**config.mk**
```make
export PLATFORM = sky130hd
export DESIGN_NAME = multicycle_control
export DESIGN_NICKNAME = d
export VERILOG_FILES = /design/src/rtl/mips_pkg.sv /design/src/rtl/alu_op_decode.sv /design/src/rtl/multicycle_control.sv
export SDC_FILE = /design/constraint.sdc
export NUM_CORES = 1
export LEC_CHECK = 0
export BUFFER_PORTS_ARGS = -buffer_cell sky130_fd_sc_hd__buf_2
export CAP_MARGIN = 5
export CORE_MARGIN = 5
export CORE_UTILIZATION = 57
export DETAILED_ROUTE_END_ITERATION = 8
export MAX_ROUTING_LAYER = met4
export PLACE_DENSITY_LB_ADDON = 0.15
export SYNTH_ARGS = -nofsm -noshare
export SYNTH_HDL_FRONTEND = slang
export SYNTH_SLANG_ARGS = --single-unit
```
**constraint.sdc**
```tcl
create_clock -name clk -period 5.63 [get_ports clk]
set_clock_uncertainty 0.1 [all_clocks]
set_input_delay 1.126 -clock clk [delete_from_list [all_inputs] [get_ports clk]]
set_output_delay 1.126 -clock clk [all_outputs]
set_load 0.005 [all_outputs]
```
**src/rtl/mips_pkg.sv**
```systemverilog
// Shared encodings for the multi-cycle MIPS control path: instruction fields,
// datapath select codes and the sequencer state encoding.
package mips_pkg;

  localparam logic [5:0] OP_RTYPE = 6'h00;
  localparam logic [5:0] OP_J     = 6'h02;
  localparam logic [5:0] OP_JAL   = 6'h03;
  localparam logic [5:0] OP_BNE   = 6'h05;
  localparam logic [5:0] OP_ADDI  = 6'h08;
  localparam logic [5:0] OP_XORI  = 6'h0E;
  localparam logic [5:0] OP_LW    = 6'h23;
  localparam logic [5:0] OP_SW    = 6'h2B;

  localparam logic [5:0] FN_JR  = 6'h08;
  localparam logic [5:0] FN_ADD = 6'h20;
  localparam logic [5:0] FN_SUB = 6'h22;
  localparam logic [5:0] FN_SLT = 6'h2A;

  localparam logic [2:0] ALU_ADD = 3'd0;
  localparam logic [2:0] ALU_SUB = 3'd1;
  localparam logic [2:0] ALU_XOR = 3'd2;
  localparam logic [2:0] ALU_SLT = 3'd3;

  localparam logic [1:0] PC_SRC_ALU    = 2'd0;
  localparam logic [1:0] PC_SRC_ALUOUT = 2'd1;
  localparam logic [1:0] PC_SRC_JUMP   = 2'd2;
  localparam logic [1:0] PC_SRC_RS     = 2'd3;

  localparam logic [1:0] REG_DST_RT = 2'd0;
  localparam logic [1:0] REG_DST_RD = 2'd1;
  localparam logic [1:0] REG_DST_RA = 2'd2;

  localparam logic [1:0] MEM_TO_REG_ALUOUT = 2'd0;
  localparam logic [1:0] MEM_TO_REG_MDR    = 2'd1;
  localparam logic [1:0] MEM_TO_REG_PC     = 2'd2;

  localparam logic [1:0] ALU_B_RT     = 2'd0;
  localparam logic [1:0] ALU_B_FOUR   = 2'd1;
  localparam logic [1:0] ALU_B_IMM    = 2'd2;
  localparam logic [1:0] ALU_B_BRANCH = 2'd3;

  typedef enum logic [3:0] {
    S_FETCH    = 4'd0,
    S_DECODE   = 4'd1,
    S_EXEC_R   = 4'd2,
    S_WB_R     = 4'd3,
    S_EXEC_I   = 4'd4,
    S_WB_I     = 4'd5,
    S_MEM_ADDR = 4'd6,
    S_MEM_RD   = 4'd7,
    S_LW_WB    = 4'd8,
    S_MEM_WR   = 4'd9,
    S_BNE      = 4'd10,
    S_J        = 4'd11,
    S_JAL      = 4'd12,
    S_JR       = 4'd13,
    S_HALT     = 4'd14
  } stateT;

endpackage

```
**src/rtl/alu_op_decode.sv**
```systemverilog
// R-type funct to ALU operation; also reports whether the funct is an ALU
// instruction this core executes.
module alu_op_decode
  import mips_pkg::*;
(
  input  logic [5:0] funct,
  output logic [2:0] aluOp,
  output logic       isAluFunct
);

  always_comb begin
    aluOp      = ALU_ADD;
    isAluFunct = 1'b1;
    case (funct)
      FN_ADD:  aluOp = ALU_ADD;
      FN_SUB:  aluOp = ALU_SUB;
      FN_SLT:  aluOp = ALU_SLT;
      default: isAluFunct = 1'b0;
    endcase
  end

endmodule

```
**src/rtl/multicycle_control.sv**
```systemverilog
// Multi-cycle MIPS sequencer: steps each instruction through its states,
// drives datapath enables/selects, counts retired instructions.
//
// state    | meaning
// FETCH    | read instr at PC, PC <= PC+4 on mem_ready (idle one cycle after reset)
// DECODE   | precompute branch target, dispatch on opcode/funct
// EXEC_R   | ALU rs op rt
// WB_R     | write ALUOut to rd
// EXEC_I   | ALU rs op imm (ADDI/XORI)
// WB_I     | write ALUOut to rt
// MEM_ADDR | ALUOut <= rs + sext(imm)
// MEM_RD   | load; MDR on mem_ready
// LW_WB    | write MDR to rt
// MEM_WR   | store; done on mem_ready
// BNE      | compare rs/rt, take branch when not equal
// J / JAL  | jump (JAL also links PC+4 into $31)
// JR       | PC <= rs
// HALT     | unsupported encoding seen; parked until reset
module multicycle_control
  import mips_pkg::*;
#(
  parameter int OPCODE_W = 6,
  parameter int FUNCT_W  = 6,
  parameter int ALU_OP_W = 3,
  parameter int CNT_W    = 32
) (
  input  logic                clk,
  input  logic                reset_n,
  input  logic [OPCODE_W-1:0] opcode,
  input  logic [FUNCT_W-1:0]  funct,
  input  logic                alu_zero,
  input  logic                mem_ready,
  output logic                mem_req,
  output logic                mem_we,
  output logic                iord,
  output logic                ir_we,
  output logic                mdr_we,
  output logic                pc_we,
  output logic [1:0]          pc_src,
  output logic                reg_we,
  output logic [1:0]          reg_dst,
  output logic [1:0]          mem_to_reg,
  output logic                alu_src_a,
  output logic [1:0]          alu_src_b,
  output logic [ALU_OP_W-1:0] alu_op,
  output logic                zext_imm,
  output logic                illegal,
  output logic [CNT_W-1:0]    retired
);

  stateT      state;
  stateT      nextState;
  logic       armed;
  logic       retireNow;
  logic [2:0] aluOpC;
  logic [2:0] rAluOp;
  logic       rFunctOk;
  logic [5:0] op;
  logic [5:0] fn;

  assign op     = 6'(opcode);
  assign fn     = 6'(funct);
  assign alu_op = ALU_OP_W'(aluOpC);

  alu_op_decode uAluOpDecode (
    .funct      (fn),
    .aluOp      (rAluOp),
    .isAluFunct (rFunctOk)
  );

  // armed holds FETCH quiet for the first cycle after reset
  always_ff @(posedge clk) begin
    if (!reset_n) begin
      state   <= S_FETCH;
      armed   <= 1'b0;
      illegal <= 1'b0;
      retired <= '0;
    end else begin
      state <= nextState;
      armed <= 1'b1;
      if (nextState == S_HALT) illegal <= 1'b1;
      if (retireNow) retired <= retired + CNT_W'(1);
    end
  end

  always_comb begin
    nextState  = state;
    retireNow  = 1'b0;
    mem_req    = 1'b0;
    mem_we     = 1'b0;
    iord       = 1'b0;
    ir_we      = 1'b0;
    mdr_we     = 1'b0;
    pc_we      = 1'b0;
    pc_src     = PC_SRC_ALU;
    reg_we     = 1'b0;
    reg_dst    = REG_DST_RT;
    mem_to_reg = MEM_TO_REG_ALUOUT;
    alu_src_a  = 1'b0;
    alu_src_b  = ALU_B_RT;
    aluOpC     = ALU_ADD;
    zext_imm   = 1'b0;

    case (state)
      S_FETCH: begin
        if (armed) begin
          mem_req   = 1'b1;
          alu_src_b = ALU_B_FOUR;
          aluOpC    = ALU_ADD;
          if (mem_ready) begin
            ir_we     = 1'b1;
            pc_we     = 1'b1;
            pc_src    = PC_SRC_ALU;
            nextState = S_DECODE;
          end
        end
      end
      S_DECODE: begin
        alu_src_b = ALU_B_BRANCH;
        aluOpC    = ALU_ADD;
        case (op)
          OP_RTYPE: begin
            if (rFunctOk)        nextState = S_EXEC_R;
            else if (fn == FN_JR) nextState = S_JR;
            else                 nextState = S_HALT;
          end
          OP_ADDI, OP_XORI: nextState = S_EXEC_I;
          OP_LW, OP_SW:     nextState = S_MEM_ADDR;
          OP_BNE:           nextState = S_BNE;
          OP_J:             nextState = S_J;
          OP_JAL:           nextState = S_JAL;
          default:          nextState = S_HALT;
        endcase
      end
      S_EXEC_R: begin
        alu_src_a = 1'b1;
        alu_src_b = ALU_B_RT;
        aluOpC    = rAluOp;
        nextState = S_WB_R;
      end
      S_WB_R: begin
        reg_we     = 1'b1;
        reg_dst    = REG_DST_RD;
        mem_to_reg = MEM_TO_REG_ALUOUT;
        retireNow  = 1'b1;
        nextState  = S_FETCH;
      end
      S_EXEC_I: begin
        alu_src_a = 1'b1;
        alu_src_b = ALU_B_IMM;
        if (op == OP_XORI) begin
          aluOpC   = ALU_XOR;
          zext_imm = 1'b1;
        end else begin
          aluOpC = ALU_ADD;
        end
        nextState = S_WB_I;
      end
      S_WB_I: begin
        reg_we     = 1'b1;
        reg_dst    = REG_DST_RT;
        mem_to_reg = MEM_TO_REG_ALUOUT;
        retireNow  = 1'b1;
        nextState  = S_FETCH;
      end
      S_MEM_ADDR: begin
        alu_src_a = 1'b1;
        alu_src_b = ALU_B_IMM;
        aluOpC    = ALU_ADD;
        nextState = (op == OP_SW) ? S_MEM_WR : S_MEM_RD;
      end
      S_MEM_RD: begin
        mem_req = 1'b1;
        iord    = 1'b1;
        if (mem_ready) begin
          mdr_we    = 1'b1;
          nextState = S_LW_WB;
        end
      end
      S_LW_WB: begin
        reg_we     = 1'b1;
        reg_dst    = REG_DST_RT;
        mem_to_reg = MEM_TO_REG_MDR;
        retireNow  = 1'b1;
        nextState  = S_FETCH;
      end
      S_MEM_WR: begin
        mem_req = 1'b1;
        mem_we  = 1'b1;
        iord    = 1'b1;
        if (mem_ready) begin
          retireNow = 1'b1;
          nextState = S_FETCH;
        end
      end
      S_BNE: begin
        alu_src_a = 1'b1;
        alu_src_b = ALU_B_RT;
        aluOpC    = ALU_SUB;
        pc_src    = PC_SRC_ALUOUT;
        pc_we     = ~alu_zero;
        retireNow = 1'b1;
        nextState = S_FETCH;
      end
      S_J: begin
        pc_src    = PC_SRC_JUMP;
        pc_we     = 1'b1;
        retireNow = 1'b1;
        nextState = S_FETCH;
      end
      S_JAL: begin
        pc_src     = PC_SRC_JUMP;
        pc_we      = 1'b1;
        reg_we     = 1'b1;
        reg_dst    = REG_DST_RA;
        mem_to_reg = MEM_TO_REG_PC;
        retireNow  = 1'b1;
        nextState  = S_FETCH;
      end
      S_JR: begin
        pc_src    = PC_SRC_RS;
        pc_we     = 1'b1;
        retireNow = 1'b1;
        nextState = S_FETCH;
      end
      S_HALT: nextState = S_HALT;
      default: nextState = S_FETCH;
    endcase
  end

endmodule
```
==> flow_summary.toml <==
[synthesis]
synth_xor_xnor_area_share_pct = 2.42
synth_edf_count = 0
synthCells = 328
yosys.area.top_type = "dfxtp_1"
yosysUniqueCellTypes = 61
synth_async_sr_flop_share_pct = 0
synth_top_family_by_area = "simple AND/OR/NAND/NOR gates"
yosys-top-cells-count = "dfxtp_1, nand2_1, nor2_1"
synth_top_area_share_pct = 30.0
synth-adder-area-share_pct = 0.494
synth.most_common_cell = "dfxtp_1"
syn_avg_cell_area_um2 = 7.72
netlist_area_um2 = 2530
synth.mux.area_fraction_pct = 4.40
synth_flop_cell = "dfxtp_1"
syn_nets = 345
synth_area_leaders = "dfxtp_1, nand2b_1, nand2_1"
synth_compound_area_share_pct = 21.2
yosysSeqAreaShare_pct = 30.0
ys_warn_count = 0
synth_simple_gate_area_share_pct = 34.4
ys_ff_latch = 38

[critical_path]
crit_type = "input pin to output pin"
crit_path_start_kind = "input pin"
crit_arrival_ns = 2.05
cp-end-kind = "output pin"
required_ns = 4.40
crit_slowest_cell = "or2_2"
slowest_delay_ns = 0.31
cp_max_fo = 9
cp_cell_sequence = "buf_2 > or2_2 > nor4_1 > a41o_1 > buf_2"
cpMostUsedCell = "buf_2"

[timing]
tns_ns = 0
tightest_slew_ns = 0.875
layout_min_cycle_time_ns = 3.28
period_share_pct = 58.3
maxSlewViolCount = 0
rsz0062_at_grt = "no"
setup_viol = 0
slew_headroom_pct = 41.5
finalWorstSetupSlack_ns = 2.35
holdWs_ns = 0.361
hold_violations = 0
fmax_mhz = 305

[routing]
wl_met2_um = 2850
wl_met3_um = 388
routed.top_layer = "met4"
antenna_left = 0
drt-total-wl_um = 6120
drc_errors = 0
dr.first_iter.drc_count = 245
vias = 2645
firstDrtPassIters = 5
post_drt_via_cell_ratio = 6.19
wl_per_cell_um = 14.3
wl_met1_um = 2830

[power]
finalPower_mw = 0.647
p_per_area_nw_per_um2 = 224
power_leakage_nw = 1.14
ir_drop_mv = 0.161

[global_route]
grt_pass1_wl_um = 10300
grt_pass1_vias = 2323
antenna_found_initial = 0
overflow = 0
grt_util_all_layers_pct = 20.8
grt_max_degree = 31

[place]
dp_hpwl_um = 4290
dpl_cell_area_um2 = 2800
io_buffers = 67
gp_congestion = 0.859
post-place-ws_ns = 2.19

[clock_network]
clock_path_buffers = 2
root_buffer = "clkbuf_8"
cts_setup_buffers = 0
post_cts_resized = 0
clock_latency_ns = 0.28
cts.sinks = 38
cts-buffers-inserted = 5
path_clk_slew_ns = 0.07
htreeDepth = 2
cts_tree = "done"
hold_buffers = 0

[cells_and_area]
antenna_cells = 0
nNetsFinal = 391
area_growth_pct = 14.0
nFillCells = 395
finalInstanceArea_um2 = 2890
layout-drive-gt1-share_pct = 21.3

[die]
start_util_pct = 58.6
coreArea_um2 = 4320
die_area_um2 = 5880
die_x_um = 76.7
rows = 24
ioPinCount = 69
die_h_um = 76.7

[job]
max-cap-violations = 0

[run_status]
status = "completed"

[min_path]
hold_path.class = "flip-flop to flip-flop"
worst max-delay path, delay by kind of cell:
kind,cells,cell delay [ns]
and+or+nand+nor,2,0.55
buffers and inverters,2,0.25
AOI/OAI and AO/OA,1,0.13
routing by layer:
metal	up-vias	GRT usage, %
li1	1309	-
met5	-	-
met3	8	4.45
met4	0	5.42
met1	1227	26.8
met2	101	33.2
cells by family after synthesis:
family          after synthesis
fa+ha+maj                     1
compound gates               77
other cells                   1
mux                          11
xor+xnor                      7
flops                        38
buf+inv                      38
simple gates                155
cell type report:
| type | instances | area (um2) | share of cell area, % |
|---|---|---|---|
| clock buffers | 7 | 86.3 | 2.99 |
| clock inverters | 1 | 5.00 | 0.173 |
| inverters | 10 | 37.5 | 1.30 |
| multi-input cells | 252 | 1600 | 55.3 |
| flip-flops and latches | 38 | 761 | 26.3 |
| well taps | 52 | 65.1 | 2.25 |
| repair buffers | 67 | 335 | 11.6 |
cell usage in the layout, fill, tap and decap left out, types with 7 or more instances in the layout:
| cell type | synthesis | routed |
|---|---|---|
| or3_1 | 7 | 7 |
| nand3_1 | 12 | 12 |
| xnor2_1 | 7 | 7 |
| nand2_1 | 28 | 28 |
| nor2_1 | 23 | 23 |
| dfxtp_1 | 38 | 38 |
| o31ai_1 | 9 | 9 |
| a21oi_1 | 19 | 19 |
| or4_1 | 8 | 8 |
| nor4_1 | 14 | 14 |
| mux2i_1 | 10 | 10 |
| o21ai_0 | 12 | 12 |
| inv_1 | 10 | 10 |
| nand2b_1 | 19 | 19 |
| buf_2 | 1 | 67 |
worst paths after layout:
kind,from,endpoint,slack [ns],cells past startpoint
worst min-delay path,illegal,illegal,0.36,2
worst min register to register,illegal,illegal,0.36,2
worst max register to register,state[3],retired[16],2.38,5
worst max-delay path,opcode[5],alu_op[1],2.35,5
sequential cells by signal, indices dropped and copies added, names as in the netlist:
signal and flops:
armed 1, retired 32, state 4, illegal 1
metrics by stage:
step / utilization, % / cells
after global routing: 66.8 / 427
after floorplan: - / 328
final: 66.8 / 427
after detailed placement: 64.7 / 419
after global placement: 64.7 / 419
after CTS: 66.8 / 427
where the power goes:
group	total [mW]	internal [mW]	switching [mW]
combinational	0.151	0.0653	0.0858
clock	0.191	0.0988	0.0922
sequential	0.305	0.276	0.0290
total	0.647	0.440	0.207
No activity file was read; power rests on OpenSTA's default activity.
